[src/rtl/pipeline_hazard_ctrl.sv]
// rtl/pipeline_hazard_ctrl.sv - pipeline stall/flush/bubble control with mul/div wait and perf counters
module pipeline_hazard_ctrl #(
  parameter int CNT_W      = 16,
  parameter int MD_TIMEOUT = 64
) (
  input  logic             clk,
  input  logic             rst,
  input  logic [4:0]       id_rs1,
  input  logic [4:0]       id_rs2,
  input  logic             id_use_rs1,
  input  logic             id_use_rs2,
  input  logic [4:0]       ex_rd,
  input  logic             ex_mem_read,
  input  logic             ex_br_taken,
  input  logic             ex_md_start,
  input  logic             md_done,
  input  logic             dmem_busy,
  output logic             pc_stall,
  output logic             ifid_stall,
  output logic             ifid_flush,
  output logic             idex_stall,
  output logic             idex_bubble,
  output logic             exmem_stall,
  output logic             md_timeout,
  output logic [CNT_W-1:0] stall_cnt,
  output logic [CNT_W-1:0] flush_cnt
);

  localparam int TW = (MD_TIMEOUT > 2) ? $clog2(MD_TIMEOUT) : 1;

  typedef enum logic [1:0] {RUN, MDWAIT, FLUSH} state_t;

  state_t        state, state_nxt;
  logic [TW-1:0] tcnt, tcnt_nxt;
  logic          load_use;

  assign load_use = ex_mem_read && (ex_rd != 5'd0) &&
                    ((id_use_rs1 && (id_rs1 == ex_rd)) ||
                     (id_use_rs2 && (id_rs2 == ex_rd)));

  // A busy data memory freezes the whole pipe and the FSM, even during reset.
  always_comb begin
    pc_stall    = 1'b0;
    ifid_stall  = 1'b0;
    ifid_flush  = 1'b0;
    idex_stall  = 1'b0;
    idex_bubble = 1'b0;
    exmem_stall = 1'b0;
    md_timeout  = 1'b0;
    state_nxt   = state;
    tcnt_nxt    = tcnt;
    if (dmem_busy) begin
      pc_stall    = 1'b1;
      ifid_stall  = 1'b1;
      idex_stall  = 1'b1;
      exmem_stall = 1'b1;
    end else if (!rst) begin
      case (state)
        RUN: begin
          if (ex_br_taken) begin
            ifid_flush  = 1'b1;
            idex_bubble = 1'b1;
            state_nxt   = FLUSH;
          end else if (ex_md_start) begin
            pc_stall   = 1'b1;
            ifid_stall = 1'b1;
            idex_stall = 1'b1;
            state_nxt  = MDWAIT;
            tcnt_nxt   = '0;
          end else if (load_use) begin
            pc_stall    = 1'b1;
            ifid_stall  = 1'b1;
            idex_bubble = 1'b1;
          end
        end
        MDWAIT: begin
          if (md_done) begin
            state_nxt = RUN;
          end else if (tcnt == TW'(MD_TIMEOUT - 1)) begin
            md_timeout = 1'b1;
            state_nxt  = RUN;
          end else begin
            pc_stall   = 1'b1;
            ifid_stall = 1'b1;
            idex_stall = 1'b1;
            tcnt_nxt   = tcnt + 1'b1;
          end
        end
        FLUSH: begin
          // EX holds a bubble here, so only a new taken branch matters.
          if (ex_br_taken) begin
            ifid_flush  = 1'b1;
            idex_bubble = 1'b1;
          end else begin
            state_nxt = RUN;
          end
        end
        default: state_nxt = RUN;
      endcase
    end
  end

  always_ff @(posedge clk or posedge rst) begin
    if (rst) begin
      state     <= RUN;
      tcnt      <= '0;
      stall_cnt <= '0;
      flush_cnt <= '0;
    end else begin
      state <= state_nxt;
      tcnt  <= tcnt_nxt;
      if (pc_stall && !(&stall_cnt)) stall_cnt <= stall_cnt + 1'b1;
      if (ifid_flush && !(&flush_cnt)) flush_cnt <= flush_cnt + 1'b1;
    end
  end

endmodule

[config.mk]
export PLATFORM = sky130hd
export DESIGN_NAME = pipeline_hazard_ctrl
export DESIGN_NICKNAME = d
export VERILOG_FILES = /design/src/rtl/pipeline_hazard_ctrl.sv
export SDC_FILE = /design/constraint.sdc
export NUM_CORES = 1
export LEC_CHECK = 0
export CORE_UTILIZATION = 25
export CTS_CLUSTER_DIAMETER = 60
export DETAILED_ROUTE_END_ITERATION = 8
export PLACE_DENSITY = 0.48
export SLEW_MARGIN = 20
export SYNTH_ARGS = -nofsm -noshare
export SYNTH_HDL_FRONTEND = slang
export SYNTH_SLANG_ARGS = --single-unit
[constraint.sdc]
create_clock -name clk -period 2.08 [get_ports clk]
set_input_delay 0.416 -clock clk [delete_from_list [all_inputs] [get_ports clk]]
set_output_delay 0.416 -clock clk [all_outputs]
set_load 0.03 [all_outputs]
==> metrics.md <==
| Metric | Value |
|---|---|
| Post-Layout Cell Count | `between 400 and 500` |
| Mapped Area | `0.00222 mm^2` |
| Cell Chain, Critical Path | `clkdlybuf4s50_1 -> nor4_4 -> a21oi_2 -> o41ai_4 -> a31oi_4 -> clkinvlp_4 -> buf_6` |
| Post-synthesis to final-layout area growth | `63.3%` |
| Buffer levels on the longest clock path | `2` |
| Die H | `just under 100 um` |
| Overall via count from detail_route | `between 1500 and 2000` |
| HP Start | `flush_cnt[14]` |
| NumNets Final | `between 300 and 400` |
| Hold Path Sink | `flush_cnt[14]` |
| Vias per cell | `about 4.5` |
| Register area share after synthesis | `0.451` |
| Initial Util | `0.257` |
| Largest net degree at the start of global routing | `41` |
| Final core utilization | `0.420` |
| Tot GR Track Use | `0.125` |
| GP Congestion | `between 0.7 and 0.8` |
| Reg-to-reg startpoint | `tcnt[0]` |
| Drt wl/cell | `13.1 um` |
| Max-cap violations | `0` |
| Sinks on Clock Net | `40` |
| Hold bufs inserted after CTS | `0` |
| CTS tree | `done` |
| Mean post-synth cell area | `10.3 um^2` |
| Final setup margin | `-0.192 ns` |
| Run status | `finished with violations` |
| Worst EP required | `around 1.7 ns` |
| DP Cell Count | `~420` |
| FF+latch count, synth | `40` |
| Most common cell after layout, fill and taps aside | `buf_4` |
| Antenna violations before repair | `0` |
| Hold slack | `between 0.4 and 0.5 ns` |
| Synth warn | `0` |
| H-tree Lvls | `2` |
| VDD IR-drop max | `0.464 mV` |
| Commonest cells after routing, fill and taps aside | `buf_4, dfrtp_1, clkdlybuf4s50_1` |
| Crit path DAT | `approximately 1.9 ns` |
| Crit start category | `input pin` |
| Main area contributors after synthesis | `dfrtp_1, xor2_1, xnor2_1` |
| Reg2Reg Depth | `10` |
| Number of routed nets with antenna violations | `0` |
| Initial drt markers | `48` |
| Crit path largest cell delay | `0.52 ns` |
| Post-Layout Inst Area | `around 0.0036 mm^2` |
| Gr ovfl total | `0` |
| Vias in the first global route | `1912` |
| Final Hold Viols | `0` |
| Final Slew Violations | `0` |
| I/O Buffers | `62` |
| Die area | `approximately 0.009 mm^2` |
| Highest clock rate | `around 440 MHz` |
| Inserted Clock Buffers | `5` |
| Worst path top cell family by delay | `buffers and inverters` |
| Final wirelength | `around 5.7 mm` |
| Mapped Cells | `216` |
| Slew margin rel. | `0.766` |
| # rows | `34` |
| Worst-margin pin slew | `about 0.35 ns` |
| Final TNS setup | `-1.46 ns` |
| DRT Pass-1 Iters | `4` |
| CP max stage cell | `clkdlybuf4s50_1` |
| Crit share post-route | `1.09` |
| WP buf/inv | `3` |
| Number of inserted diodes | `0` |
| Failing checks | `negative setup slack` |
| Die width | `96.2 um` |
| Post-synth top area cell | `dfrtp_1` |
| Worst hold stages | `1` |
| Skew-Pair Late Insertion Delay | `around 0.28 ns` |
| PD cells | `a little under 900 mW/mm^2` |
| Fillers | `860` |
| Root Driver | `clkbuf_8` |
| Crit path max fanout | `2` |
| Crit path capture type | `primary output` |
| DRC viols | `0` |
| Fraction of layout instances using a drive strength above 1 | `0.336` |
| Worst path depth | `7` |
| First-pass GRT wire length | `9.08 mm` |
| Clock-pin slew on the worst setup and hold paths | `around 0.070 ns` |
| Lkg Pwr | `between 1.5 and 2 nW` |
| Synth cell types | `38` |
| Critical R2R Capture | `stall_cnt[3]` |
| Min Tclk post-route | `2.27 ns` |
| Reg2reg setup slack | `-0.11 ns` |
| Setup WS pre-CTS | `-0.950 ns` |
| Area share of the largest cell type after synthesis | `0.451` |
| Syn Nets | `~240` |
| IO Pins | `63` |
| Final setup vio count | `18` |
| Hpwl dp | `around 4 mm` |
| Core Region | `~0.0086 mm^2` |
| Crit path kind | `in -> out` |
| Area after DPL | `between 0.003 and 0.004 mm^2` |
| Total chip power | `between 3 and 4 mW` |
| Final clock skew | `0.00349 ns` |
| Unrepaired setup endpoints after global routing | `yes` |
| Worst min-delay path class | `reg -> reg` |
-- how the worst max path moves through the flow --
stage                start         end  slack, ns
5_1_grt            tcnt[1]  ifid_stall      -0.27
4_1_cts            tcnt[0]  ifid_stall      -0.32
2_1_floorplan      tcnt[0]    pc_stall      -0.57
3_5_place_dp      ex_rd[1]  ifid_stall      -0.95
3_3_place_gp      ex_rd[1]    pc_stall      -0.95
6_report       ex_br_taken    pc_stall      -0.19
-- where the power goes --
group	switching, mW	leakage, nW	internal, mW
Clock	0.257	0.0410	0.228
Sequential	0.211	0.503	0.961
Combinational	0.824	0.998	0.711
Total	1.29	1.54	1.90
-- worst register-to-register path, cell delays in order, from the launching register on --
cell     delay (ns)
dfrtp_1        0.39
ha_2           0.19
and3_4         0.15
and3_4         0.16
o41ai_4        0.30
a31oi_4        0.10
buf_4          0.17
buf_12         0.14
buf_8          0.15
nor3_4         0.19
xor2_1         0.17
-- synthesized netlist by cell type, drive strengths merged --
library cell	instances
dfrtp	40
nand2	22
nor3b	2
o22ai	1
nor2b	2
mux2	4
inv	6
nor3	12
nand3	12
a31oi	4
xnor2	20
nor2	16
xor2	22
and3	6
a211oi	1
o21ai	4
nand2b	1
ha	3
o41ai	1
or4	1
and4	2
o21a	1
buf	7
nor4	6
and2	1
nor4b	2
nand4	9
a211o	1
a21oi	6
or2	1
-- kinds of logic (layout without fill, tap and decap cells) --
family	Yosys count	count (layout)	synth area share
AOI/OAI and AO/OA	19	19	0.0666
xor gates and xnor gates	42	42	0.166
adders and majority gates	3	3	0.0169
buffers and inverters	13	124	0.0338
DFF	40	40	0.451
muxes	4	4	0.0203
and+or+nand+nor	95	95	0.245
-- routing by layer --
layer / part of all wire / track usage
met1: 0.45 / 0.159
met2: 0.52 / 0.217
met3: 0.030 / 0.0292
met4: 0.0063 / 0.0236
met5: 0 / 0
-- timing repair --
| action | CTS | global route |
|---|---|---|
| endpoints found under the hold margin | 0 | 0 |
| setup buffers | 2 | 5 |
| gates resized for setup | 58 | 41 |
| pin swaps | 22 | 17 |
| setup endpoints to repair | 26 | 21 |
-- state kept, by name, indices dropped and copies added (netlist names) --
register   flops
flush_cnt     16
stall_cnt     16
tcnt           6
state          2
-- final cells by class --
| class | count | area (um^2) | area share |
|---|---|---|---|
| multi-input cells | 163 | 1380 | 0.379 |
| flip-flops and latches | 40 | 1000 | 0.276 |
| clock buffers | 6 | 72.6 | 0.0200 |
| inverters | 6 | 26.3 | 0.00725 |
| well taps | 108 | 135 | 0.0373 |
| clock inverters | 1 | 5.00 | 0.00138 |
| repair buffers | 111 | 1010 | 0.278 |
Power figures use the tool's default switching activity.
